`config.mk`:
```
export PLATFORM = sky130hd
export DESIGN_NAME = operand_fetch
export DESIGN_NICKNAME = d
export VERILOG_FILES = /design/src/rtl/regfile_pkg.sv /design/src/rtl/op_scoreboard.sv /design/src/rtl/operand_fetch.sv
export SDC_FILE = /design/constraint.sdc
export NUM_CORES = 1
export LEC_CHECK = 0
export ABC_AREA = 0
export CORE_ASPECT_RATIO = 0.8
export CORE_MARGIN = 3
export CORE_UTILIZATION = 36
export CTS_BUF_LIST = sky130_fd_sc_hd__clkbuf_8
export DETAILED_ROUTE_END_ITERATION = 6
export PLACE_DENSITY = 0.78
export SKIP_LAST_GASP = 1
export SLEW_MARGIN = 10
export SYNTH_ARGS = -nofsm -noshare
export SYNTH_HDL_FRONTEND = slang
export SYNTH_HIERARCHICAL = 1
export SYNTH_SLANG_ARGS = --single-unit
```
`constraint.sdc`:
```
create_clock -name clk -period 2.3 [get_ports clk]
set_input_delay 0.23 -clock clk [delete_from_list [all_inputs] [get_ports clk]]
set_output_delay 0.23 -clock clk [all_outputs]
set_load 0.005 [all_outputs]
```
`src/rtl/regfile_pkg.sv`:
```
// regfile_pkg: shared constants and types for the 8x16 register file clients.
//   DATA_W / NREGS / AW : operand width, register count, register index width
//   reg_idx_t, word_t    : register index and data word
//   op_bundle_t          : operand bundle held by operand_fetch's output stage
//   of_state_t           : operand_fetch output-stage state
package regfile_pkg;

    localparam int DATA_W = 16;
    localparam int NREGS  = 8;
    localparam int AW     = 3;

    typedef logic [AW-1:0]     reg_idx_t;
    typedef logic [DATA_W-1:0] word_t;

    typedef struct packed {
        word_t    a;
        word_t    b;
        reg_idx_t rd;
        logic     wr_rd;
    } op_bundle_t;

    typedef enum logic {
        OF_EMPTY = 1'b0,
        OF_FULL  = 1'b1
    } of_state_t;

endpackage

```
`src/rtl/op_scoreboard.sv`:
```
// op_scoreboard: per-register busy bits for pending writes.
//   clk, rst_n          : clock, asynchronous active-low reset (clears all bits)
//   clr_en, clr_idx     : writeback completed for clr_idx
//   set_en, set_idx     : an issued instruction will write set_idx
//   rs1, rs2, rd        : lookup indices
//   busy_rs1/rs2/rd     : registered busy state of the looked-up registers
// When a clear and a set hit the same index in one cycle the set wins, since
// the newly issued writer is younger than the one completing.
module op_scoreboard
    import regfile_pkg::*;
(
    input  logic          clk,
    input  logic          rst_n,
    input  logic          clr_en,
    input  logic [AW-1:0] clr_idx,
    input  logic          set_en,
    input  logic [AW-1:0] set_idx,
    input  logic [AW-1:0] rs1,
    input  logic [AW-1:0] rs2,
    input  logic [AW-1:0] rd,
    output logic          busy_rs1,
    output logic          busy_rs2,
    output logic          busy_rd
);

    logic [NREGS-1:0] busy_q;
    logic [NREGS-1:0] busy_nxt;

    always_comb begin
        busy_nxt = busy_q;
        if (clr_en) busy_nxt[clr_idx] = 1'b0;
        if (set_en) busy_nxt[set_idx] = 1'b1;
    end

    always_ff @(posedge clk or negedge rst_n) begin
        if (!rst_n) busy_q <= '0;
        else        busy_q <= busy_nxt;
    end

    assign busy_rs1 = busy_q[rs1];
    assign busy_rs2 = busy_q[rs2];
    assign busy_rd  = busy_q[rd];

endmodule

```
`src/rtl/operand_fetch.sv`:
```
// operand_fetch: read-side client of the 8x16 register file.
//   clk, rst_n                  : clock, asynchronous active-low reset
//   in_valid/in_ready           : decoded instruction handshake
//   in_rs1/in_rs2, in_use_rs1/2 : source indices and whether each is read
//   in_rd, in_wr_rd             : destination index and write flag
//   reg_a/reg_b, rd_a/rd_b      : regfile read addresses / combinational data
//   wb_valid, wb_reg, wb_data   : writeback strobe (same as regfile write)
//   op_valid/op_ready           : operand bundle handshake
//   op_a/op_b, op_rd, op_wr_rd  : captured operands and forwarded destination
// Optional feature macro: OPERAND_FETCH_BYPASS_EN forwards the same-cycle
// writeback data to a dependent source so it issues without a stall cycle.
module operand_fetch
    import regfile_pkg::*;
(
    input  logic              clk,
    input  logic              rst_n,
    input  logic              in_valid,
    output logic              in_ready,
    input  logic [AW-1:0]     in_rs1,
    input  logic [AW-1:0]     in_rs2,
    input  logic              in_use_rs1,
    input  logic              in_use_rs2,
    input  logic [AW-1:0]     in_rd,
    input  logic              in_wr_rd,
    output logic [AW-1:0]     reg_a,
    output logic [AW-1:0]     reg_b,
    input  logic [DATA_W-1:0] rd_a,
    input  logic [DATA_W-1:0] rd_b,
    input  logic              wb_valid,
    input  logic [AW-1:0]     wb_reg,
    input  logic [DATA_W-1:0] wb_data,
    output logic              op_valid,
    input  logic              op_ready,
    output logic [DATA_W-1:0] op_a,
    output logic [DATA_W-1:0] op_b,
    output logic [AW-1:0]     op_rd,
    output logic              op_wr_rd
);

    of_state_t  state_q, state_nxt;
    op_bundle_t bundle_q;

    logic busy_rs1, busy_rs2, busy_rd;
    logic byp1, byp2;
    logic hazard1, hazard2, waw;
    logic space, issue;

    assign reg_a = in_rs1;
    assign reg_b = in_rs2;

`ifdef OPERAND_FETCH_BYPASS_EN
    assign byp1 = in_use_rs1 & wb_valid & (wb_reg == in_rs1);
    assign byp2 = in_use_rs2 & wb_valid & (wb_reg == in_rs2);
`else
    // Without forwarding the consumer waits one cycle and reads the regfile
    // after the negedge write has landed.
    assign byp1 = 1'b0;
    assign byp2 = 1'b0;
`endif

    assign space   = (state_q == OF_EMPTY) | op_ready;
    assign hazard1 = in_use_rs1 & busy_rs1 & ~byp1;
    assign hazard2 = in_use_rs2 & busy_rs2 & ~byp2;
    // The completing writeback frees the slot for a new writer of the same reg.
    assign waw     = in_wr_rd & busy_rd & ~(wb_valid & (wb_reg == in_rd));
    // rst_n gates issue so nothing is accepted while reset is held.
    assign issue   = rst_n & in_valid & space & ~hazard1 & ~hazard2 & ~waw;
    assign in_ready = issue;

    op_scoreboard u_sb (
        .clk      (clk),
        .rst_n    (rst_n),
        .clr_en   (wb_valid),
        .clr_idx  (wb_reg),
        .set_en   (issue & in_wr_rd),
        .set_idx  (in_rd),
        .rs1      (in_rs1),
        .rs2      (in_rs2),
        .rd       (in_rd),
        .busy_rs1 (busy_rs1),
        .busy_rs2 (busy_rs2),
        .busy_rd  (busy_rd)
    );

    always_ff @(posedge clk or negedge rst_n) begin
        if (!rst_n) state_q <= OF_EMPTY;
        else        state_q <= state_nxt;
    end

    always_comb begin
        state_nxt = state_q;
        case (state_q)
            OF_EMPTY: if (issue) state_nxt = OF_FULL;
            OF_FULL:  if (op_ready && !issue) state_nxt = OF_EMPTY;
            default:  state_nxt = OF_EMPTY;
        endcase
    end

    // Bundle loads only on issue; issue implies space, so a held bundle
    // stays stable while op_ready is low.
    always_ff @(posedge clk or negedge rst_n) begin
        if (!rst_n) begin
            bundle_q <= '0;
        end else if (issue) begin
            bundle_q.a     <= byp1 ? wb_data : rd_a;
            bundle_q.b     <= byp2 ? wb_data : rd_b;
            bundle_q.rd    <= in_rd;
            bundle_q.wr_rd <= in_wr_rd;
        end
    end

    assign op_valid = (state_q == OF_FULL);
    assign op_a     = bundle_q.a;
    assign op_b     = bundle_q.b;
    assign op_rd    = bundle_q.rd;
    assign op_wr_rd = bundle_q.wr_rd;

endmodule

```
==> flow_results.org, run 1 <==
** Logic synthesis
- Number of instances in the synthesized netlist :: 133
- The largest total area in the synthesized netlist belongs to dfrtp_1.
- Combinational family with the most area after synthesis :: multiplexers
- Of the total synthesized cell area, the portion taken by AND, OR, NAND and NOR gates is 0.0629.
- Yosys Warn Count :: 6
- The fraction of the mapped netlist area in compound gates was 0.0599.
- For this run, the register share of the synthesized area comes to 0.539.
- Cell types with the largest area share after synthesis :: dfrtp_1 54%, mux2_2 19%, mux4_1 7.5%
- Area share of xor/xnor cells in the synthesized design :: 0.0126
- Synthesized area :: between 2000 and 2500 sq um
- Library cells used by synthesis :: 25
- Adder and majority cell fraction of the synthesized area :: 0
- Flip-flop and latch count after synthesis :: 45
- Of the post-synthesis cell area, the part taken by muxes is 0.280.
- Syn_nets :: 201
- A synthesized cell averages 15.7 sq um.
- Yosys top cell area share :: 0.539

** Cells and area
- Registers take about 1100 sq um.
- In the final layout, the share of cells above drive strength 1 is 0.322.
- From synthesis to final layout, the design area changed by 61.4%.
- Leaving out fill and tap cells, the most frequent cell in the layout is clkdlybuf4s50_1.
- The filler cells instantiated in the layout total 461.
- Number of nets in the layout :: roughly 320
- Most frequent cells in the layout :: 91 x clkdlybuf4s50_1, 45 x dfrtp_1, 36 x mux2_2, 26 x buf_4, 6 x clkbuf_8
- End-of-flow core utilization :: 0.610
- Once layout is done, the placed cells without fillers occupy 3370 sq um.
- Summing all multi-input logic gate instances after layout gives 876 sq um.
- Number of inserted diodes :: 0

** Global routing
- The first global-routing pass estimated around 8.3 mm of wire.
- Maximum number of pins on one net before global-route repair :: 46
- Gr ovfl total :: 0
- The initial antenna violation count was 0.
- Combined global-route utilization of all metal layers :: 0.155
- The number of global-route vias before repair came to ~1700.

** Place
- The placed instances occupy a cell area of 3210 sq um.
- After legalization and detailed placement, the total HPWL measured roughly 3.9 mm.
- Routability-driven placement congestion ratio :: about 0.8
- Worst-case setup slack after placement :: -0.843 ns
- Count of input and output buffers :: 95

** Worst setup path
- Arrival time worst endpoint :: 2.67 ns
- Data on the critical path is required at its endpoint by 2.48 ns.
- Critical Path Start Type :: register
- Critical path peak fanout :: 23
- Category of the worst setup path capture point :: register
- R2R Setup Slk :: -0.19 ns
- The setup path with the least slack is of type register to register.

** CTS
- In this run, CTS created clock tree buffers numbering 5.
- The clock passes through at most 2 buffers.
- The H-tree was split into 2 levels.
- CTS tree :: done
- Clock-pin slew on the worst setup and hold paths :: 0.08 ns
- The root buffer cell chosen for the clock tree is clkbuf_8.
- The later pin in the worst-skew pair is clocked with a latency of just under 0.3 ns.
- CTS saw 45 sinks.

** Timing
- The worst pin sits at a relative slew slack of 0.618.
- The max-slew violation count is 0.
- Worst setup skew after layout :: 0.00688 ns
- Setup violations remaining at the end of the flow were counted as 44.
- In the post-route analysis, the smallest setup slack over all paths is -0.192 ns.
- Final cycle utilization of the critical path :: 1.08
- Least-Margin Pin Slew :: between 0.5 and 0.6 ns
- Static timing analysis puts the maximum clock frequency at 401 MHz.
- Hold Fails Final Rpt :: 0
- Unrepaired setup endpoints after global routing :: true
- Post-layout min period :: 2.49 ns

** Power and ir drop
- Summing internal, switching and leakage power gives about 2.7 mW.
- Peak VDD IR :: 0.539 mV
- LEAKAGE :: ~1.4 nW
- Total power divided by cell area :: ~800 nW/um^2

** Routing
- In this run, the number of DRC markers left after iteration 0 of detailed routing was 74.
- Total number of vias :: 1623
- Wire length per cell :: between 15 and 20 um
- After detailed routing, the number of remaining DRC violations is 0.
- Router iterations before antenna repair :: 4
- DRT antenna net count :: 0
- In the routed layout, each cell is associated on average with a via count of approximately 4.9.
- Overall routed net length :: approximately 5.2 mm

** Die
- Area enclosed by the die boundary :: around 6800 sq um
- Die Ht :: 74.1 um
- Initial Util :: 0.378
- Floorplan die width :: 91.2 um
- Top-Level Pins :: 112
- The initialized floorplan defines 24 standard-cell rows.
- The core region is 5530 sq um.

** Run status
- The final reports fail on setup timing.
- The flow ran to the end, but the final reports show violations.

** Flow run
- Max-capacitance violation count :: 0

** Hold path
- Worst Hold Class :: primary input to asynchronous set/reset pin
==> metal layers <==
metal / vias to the layer above / share of wire / GRT usage
met5: - / 0 / 0
met4: 0 / 0.0085 / 0.0401
met3: 5 / 0.093 / 0.0677
met2: 68 / 0.50 / 0.269
met1: 803 / 0.40 / 0.180
li1: 747 / - / -
==> final timing paths <==
| path | end | cells past startpoint | startpoint |
|---|---|---|---|
| worst max-delay path | op_a[11] | 7 | u_sb/busy_q[2] |
| worst min-delay path | op_a[14] | 2 | rst_n |
| worst max register to register | op_a[11] | 7 | u_sb/busy_q[2] |
| worst min register to register | op_a[14] | 1 | op_a[14] |
| max in group asynchronous | op_b[2] | 2 | rst_n |
| min in group clk | op_a[14] | 1 | op_a[14] |
==> report_power, final <==
part / leakage [nW] / internal (mW) / switching, mW
clock: 0.0512 / 0.244 / 0.268
sequential: 0.539 / 1.03 / 0.121
combinational: 0.807 / 0.738 / 0.300
total: 1.40 / 2.01 / 0.689
==> timing repair <==
action,4_1_cts,5_1_grt
pin swaps,2,1
resized for setup,15,2
setup endpoints to repair,46,45
hold buffers,0,0
setup buffers,2,2
==> cells by family (layout without fill, tap and decap cells) <==
family	count (synthesis)	after routing
and+or+nand+nor	18	18
muxes	44	44
AOI/OAI and AO/OA	13	13
xor gates and xnor gates	3	3
DFF	45	45
buffers and inverters	10	132
==> Yosys cell counts, drive strengths merged <==
library cell   n
mux2          38
nand4          3
nand4bb        3
o22a           1
a31oi          1
nor2b          3
a21o           1
mux4           6
dfrtp         45
a22oi          1
nand2b         1
a21oi          1
and2           1
xnor2          3
a32o           4
nand4b         3
inv            1
nor2           1
buf            9
o2bb2ai        1
a22o           3
or4b           1
nand2          2
==> state kept, by name, indices dropped and copies added (netlist names) <==
signal and count:
op_a 16, op_b 16, u_sb/busy_q 8, op_rd 3
op_valid 1, op_wr_rd 1
==> metrics by stage <==
stage	hold slack (ns)	instances	setup TNS, ns
3_5_place_dp	0.410	321	-34.05
2_1_floorplan	-0.0656	133	-3.72
6_report	0.0618	333	-7.37
4_1_cts	0.0794	331	-7.39
5_1_grt	0.0913	333	-10.59
3_3_place_gp	0.401	321	-32.37
==> worst max-delay path, cell delays in order, from the launching register on <==
cell,delay (ns)
dfrtp_1,0.41
mux4_2,0.45
mux2_2,0.28
a22oi_2,0.22
nand4_1,0.18
a31oi_4,0.26
buf_12,0.21
mux2_2,0.35
==> cell type report <==
cell class                 instances  area share
inverter                           1     0.00111
timing repair buffer             123       0.347
tap                               78      0.0290
clock buffer                       6      0.0245
multi-input combinational         78       0.260
sequential                        45       0.334
clock inverter                     2     0.00408
(Power assumes the default switching activity.)
==> run 2: changes to the inputs <==
CORE_UTILIZATION = 34   (was 36)
PLACE_DENSITY = 0.74   (was 0.78)
==> flow_results.org, run 2 (synthesized netlist as in run 1, its figures left out) <==
** Timing
- Final Worst Setup Slack :: -0.193 ns (was -0.192 ns)
- The worst slew slack as a fraction of its limit was 0.623 (was 0.618).
- Pins Over Slew Limit :: 0 (unchanged)
- Hold Fails Final Rpt :: 0 (unchanged)
- FMAX :: 401 MHz (about the same)
- Final setup fails :: 45 (was 44)
- Final cycle utilization of the critical path :: 1.08 (about the same)
- Post-layout min period :: 2.49 ns (about the same)
- The pin slew with the least headroom to its limit came to 0.566 ns (was 0.573 ns).
- Unrepaired setup endpoints after global routing :: true (unchanged)
- The clock skew was 0.0133 ns (was 0.00688 ns).

** Place
- DP HPWL :: 4.13 mm (was 3.95 mm)
- The number of placed cells counting well taps was 320 (was 321).
- The worst slack at placement is -0.805 ns (was -0.843 ns).
- The number of I/O port buffers came to 95 (unchanged).
- Routability-driven placement congestion ratio :: 0.798 (was 0.787)

** Global routing
- Wire length of the first global-routing pass :: 8.96 mm (was 8.29 mm)
- The met2 track utilization from global routing was 0.265 (was 0.269).
- Antenna violations before repair :: 0 (unchanged)
- The combined global-route utilization of all metal layers came to 0.159 (was 0.155).
- Global Route met1 Usage :: 0.193 (was 0.180)
- The number of global-route vias before repair is 1780 (was 1714).
- Global routing's busiest layer :: met2 (unchanged)
- The global route total overflow came to 0 (unchanged).
- The global-route track usage on met3 was 0.0602 (was 0.0677).
- Maximum number of pins on one net before global-route repair :: 46 (unchanged)

** Cells and area
- Number of nets in the layout :: 322 (unchanged)
- Share of cells above drive strength 1 :: 0.329 (was 0.322)
- The utilization after layout is 0.595 (was 0.610).
- The count of placed standard cells in the final layout, fillers left out is 333 (unchanged).
- The commonest non-fill, non-tap cell in the layout is clkdlybuf4s50_1 (unchanged).
- Most frequent cells in the layout :: 91 x clkdlybuf4s50_1, 45 x dfrtp_1, 35 x mux2_2, 25 x buf_4, 6 x clkbuf_8 (was 91 x clkdlybuf4s50_1, 45 x dfrtp_1, 36 x mux2_2, 26 x buf_4, 6 x clkbuf_8)
- Count of fill cells added during filler insertion :: 458 (was 461)
- Number of inserted diodes :: 0 (unchanged)
- Area growth syn-to-layout :: 62.4% (was 61.4%)

** Worst setup path
- Critical path peak fanout :: 23 (unchanged)
- Critical path class :: register to register (unchanged)
- Arrival time worst endpoint :: 2.68 ns (was 2.67 ns)
- The kind of start point of the critical path was a register (unchanged).
- The worst-path cell with the longest stage delay is mux4_2 (unchanged).
- Stage delay of the slowest cell on the critical path :: 0.46 ns (was 0.45 ns)
- The endpoint type of the worst setup path was a register (unchanged).
- The data required time at the worst endpoint came to 2.48 ns (about the same).
- Cell Chain, Critical Path :: mux4_2 -> mux2_4 -> a22oi_2 -> nand4_1 -> a31oi_4 -> buf_12 -> mux2_2 (was mux4_2 -> mux2_2 -> a22oi_2 -> nand4_1 -> a31oi_4 -> buf_12 -> mux2_2)

** CTS
- Number of CTS-inserted buffers :: 5 (unchanged)
- H-tree depth reported by CTS :: 2 (unchanged)
- Number of buffers on the longest clock path :: 2 (unchanged)
- The CTS clock-pin slew for the worst setup and hold paths was 0.09 ns (was 0.08 ns).
- Total number of clock tree sinks :: 45 (unchanged)
- The number of hold-repair buffers added at the cts stage came to 0 (unchanged).
- The worst-skew pair later-pin latency came to 0.30 ns (was 0.29 ns).
- Root buffer selected by CTS :: clkbuf_8 (unchanged)
- The CTS tree is done (unchanged).

** Power and ir drop
- Seq pwr share :: 0.424 (was 0.425)
- The part of the total power dissipated in the clock network came to 0.187 (was 0.190).
- LEAKAGE :: 1.41 nW (was 1.40 nW)
- The ratio of total power to cell area is 802 nW/um^2 (was 800 nW/um^2).
- The switching part of the total came to 0.259 (was 0.256).
- The design internal power is 2.02 mW (was 2.01 mW).
- The total net switching power was 0.704 mW (was 0.689 mW).
- The overall power came to 2.72 mW (was 2.70 mW).
- Peak VDD IR :: 0.453 mV (was 0.539 mV)
- The share of power burned in combinational logic came to 0.388 (was 0.385).

** Routing
- Overall routed net length :: 5.39 mm (was 5.19 mm)
- The post-route antenna net violation count is 0 (unchanged).
- DRC :: 0 (unchanged)
- The via count of the routed design came to 1603 (was 1623).
- The number of DRC markers after the initial detailed-route iteration was 72 (was 74).
- Ratio of routed vias to standard cells :: 4.81 (was 4.87)
- Router iterations before antenna repair :: 4 (unchanged)
- Wire length per cell :: 16.2 um (was 15.6 um)

** Die
- The site row count is 24 (unchanged).
- The starting density of the core came to 0.366 (was 0.378).
- The die area was 7120 sq um (was 6760 sq um).
- Top-Level Pins :: 112 (unchanged)
- The horizontal die dimension came to 93.6 um (was 91.2 um).
- The die extent in y was 76.1 um (was 74.1 um).
- Core area :: 5710 sq um (was 5530 sq um)

** Run status
- Outcome: finished, violations left (unchanged).
- Violations in the final reports :: setup timing (unchanged)

** Flow run
- Max-capacitance violation count :: 0 (unchanged)

** Hold path
- Worst Hold Class :: primary input to asynchronous set/reset pin (unchanged)
## run 2: metal layers
| metal | vias to the layer above | share of wire |
|---|---|---|
| li1 | 751 | - |
| met1 | 792 | 0.42 |
| met2 | 54 | 0.49 |
| met3 | 6 | 0.075 |
| met4 | 0 | 0.011 |
| met5 | - | 0 |
## run 2: worst paths after layout
kind	slack, ns	start	depth (start not counted)	endpoint
min	0.04	rst_n	2	op_b[9]
min in group clk	0.50	op_a[0]	1	op_a[0]
max reg2reg	-0.19	u_sb/busy_q[6]	7	op_a[6]
min reg2reg	0.50	op_a[0]	1	op_a[0]
max	-0.19	u_sb/busy_q[6]	7	op_a[6]
max in group asynchronous	1.87	rst_n	2	u_sb/busy_q[1]
## run 2: power by group through the flow
stage / clock [mW] / sequential (mW) / combinational (mW)
finish: 0.509 / 1.15 / 1.06
global route: 0.567 / 1.19 / 1.13
CTS: 0.525 / 1.16 / 1.05
detailed placement: 0 / 1.17 / 1.02
global placement: 0 / 1.16 / 1.02
floorplan: 0 / 1.17 / 0.333
## run 2: final cells by class
class                           count  area [sq um]  share of cell area
Timing Repair Buffer              123          1180               0.347
Sequential cell                    45          1130               0.332
Multi-Input combinational cell     78           890               0.262
Tap cell                           78          97.6              0.0288
Clock buffer                        6          82.6              0.0243
Clock inverter                      2          13.8             0.00406
Inverter                            1          3.75             0.00111
## run 2: stage by stage
step           TNS [ns]  area, sq um  hold WS (ns)
3_3_place_gp     -29.28         3210         0.374
2_1_floorplan     -3.72         2080       -0.0656
4_1_cts           -7.21         3340        0.0479
6_report          -6.89         3390        0.0357
3_5_place_dp     -33.06         3210         0.375
5_1_grt          -10.77         3390        0.0772
## run 2: timing repair
| action | 4_1_cts | 5_1_grt |
|---|---|---|
| pin swaps | 10 | 4 |
| setup endpoints to repair | 46 | 45 |
| gates resized for setup | 18 | 5 |
| buffers inserted | 2 | 5 |
## run 2: critical path: cells and delay by family, from the launching register on
family | cells | cell delay [ns]
flops | 1 | 0.43
compound gates | 2 | 0.48
mux | 3 | 1.08
buf+inv | 1 | 0.22
simple gates | 1 | 0.18
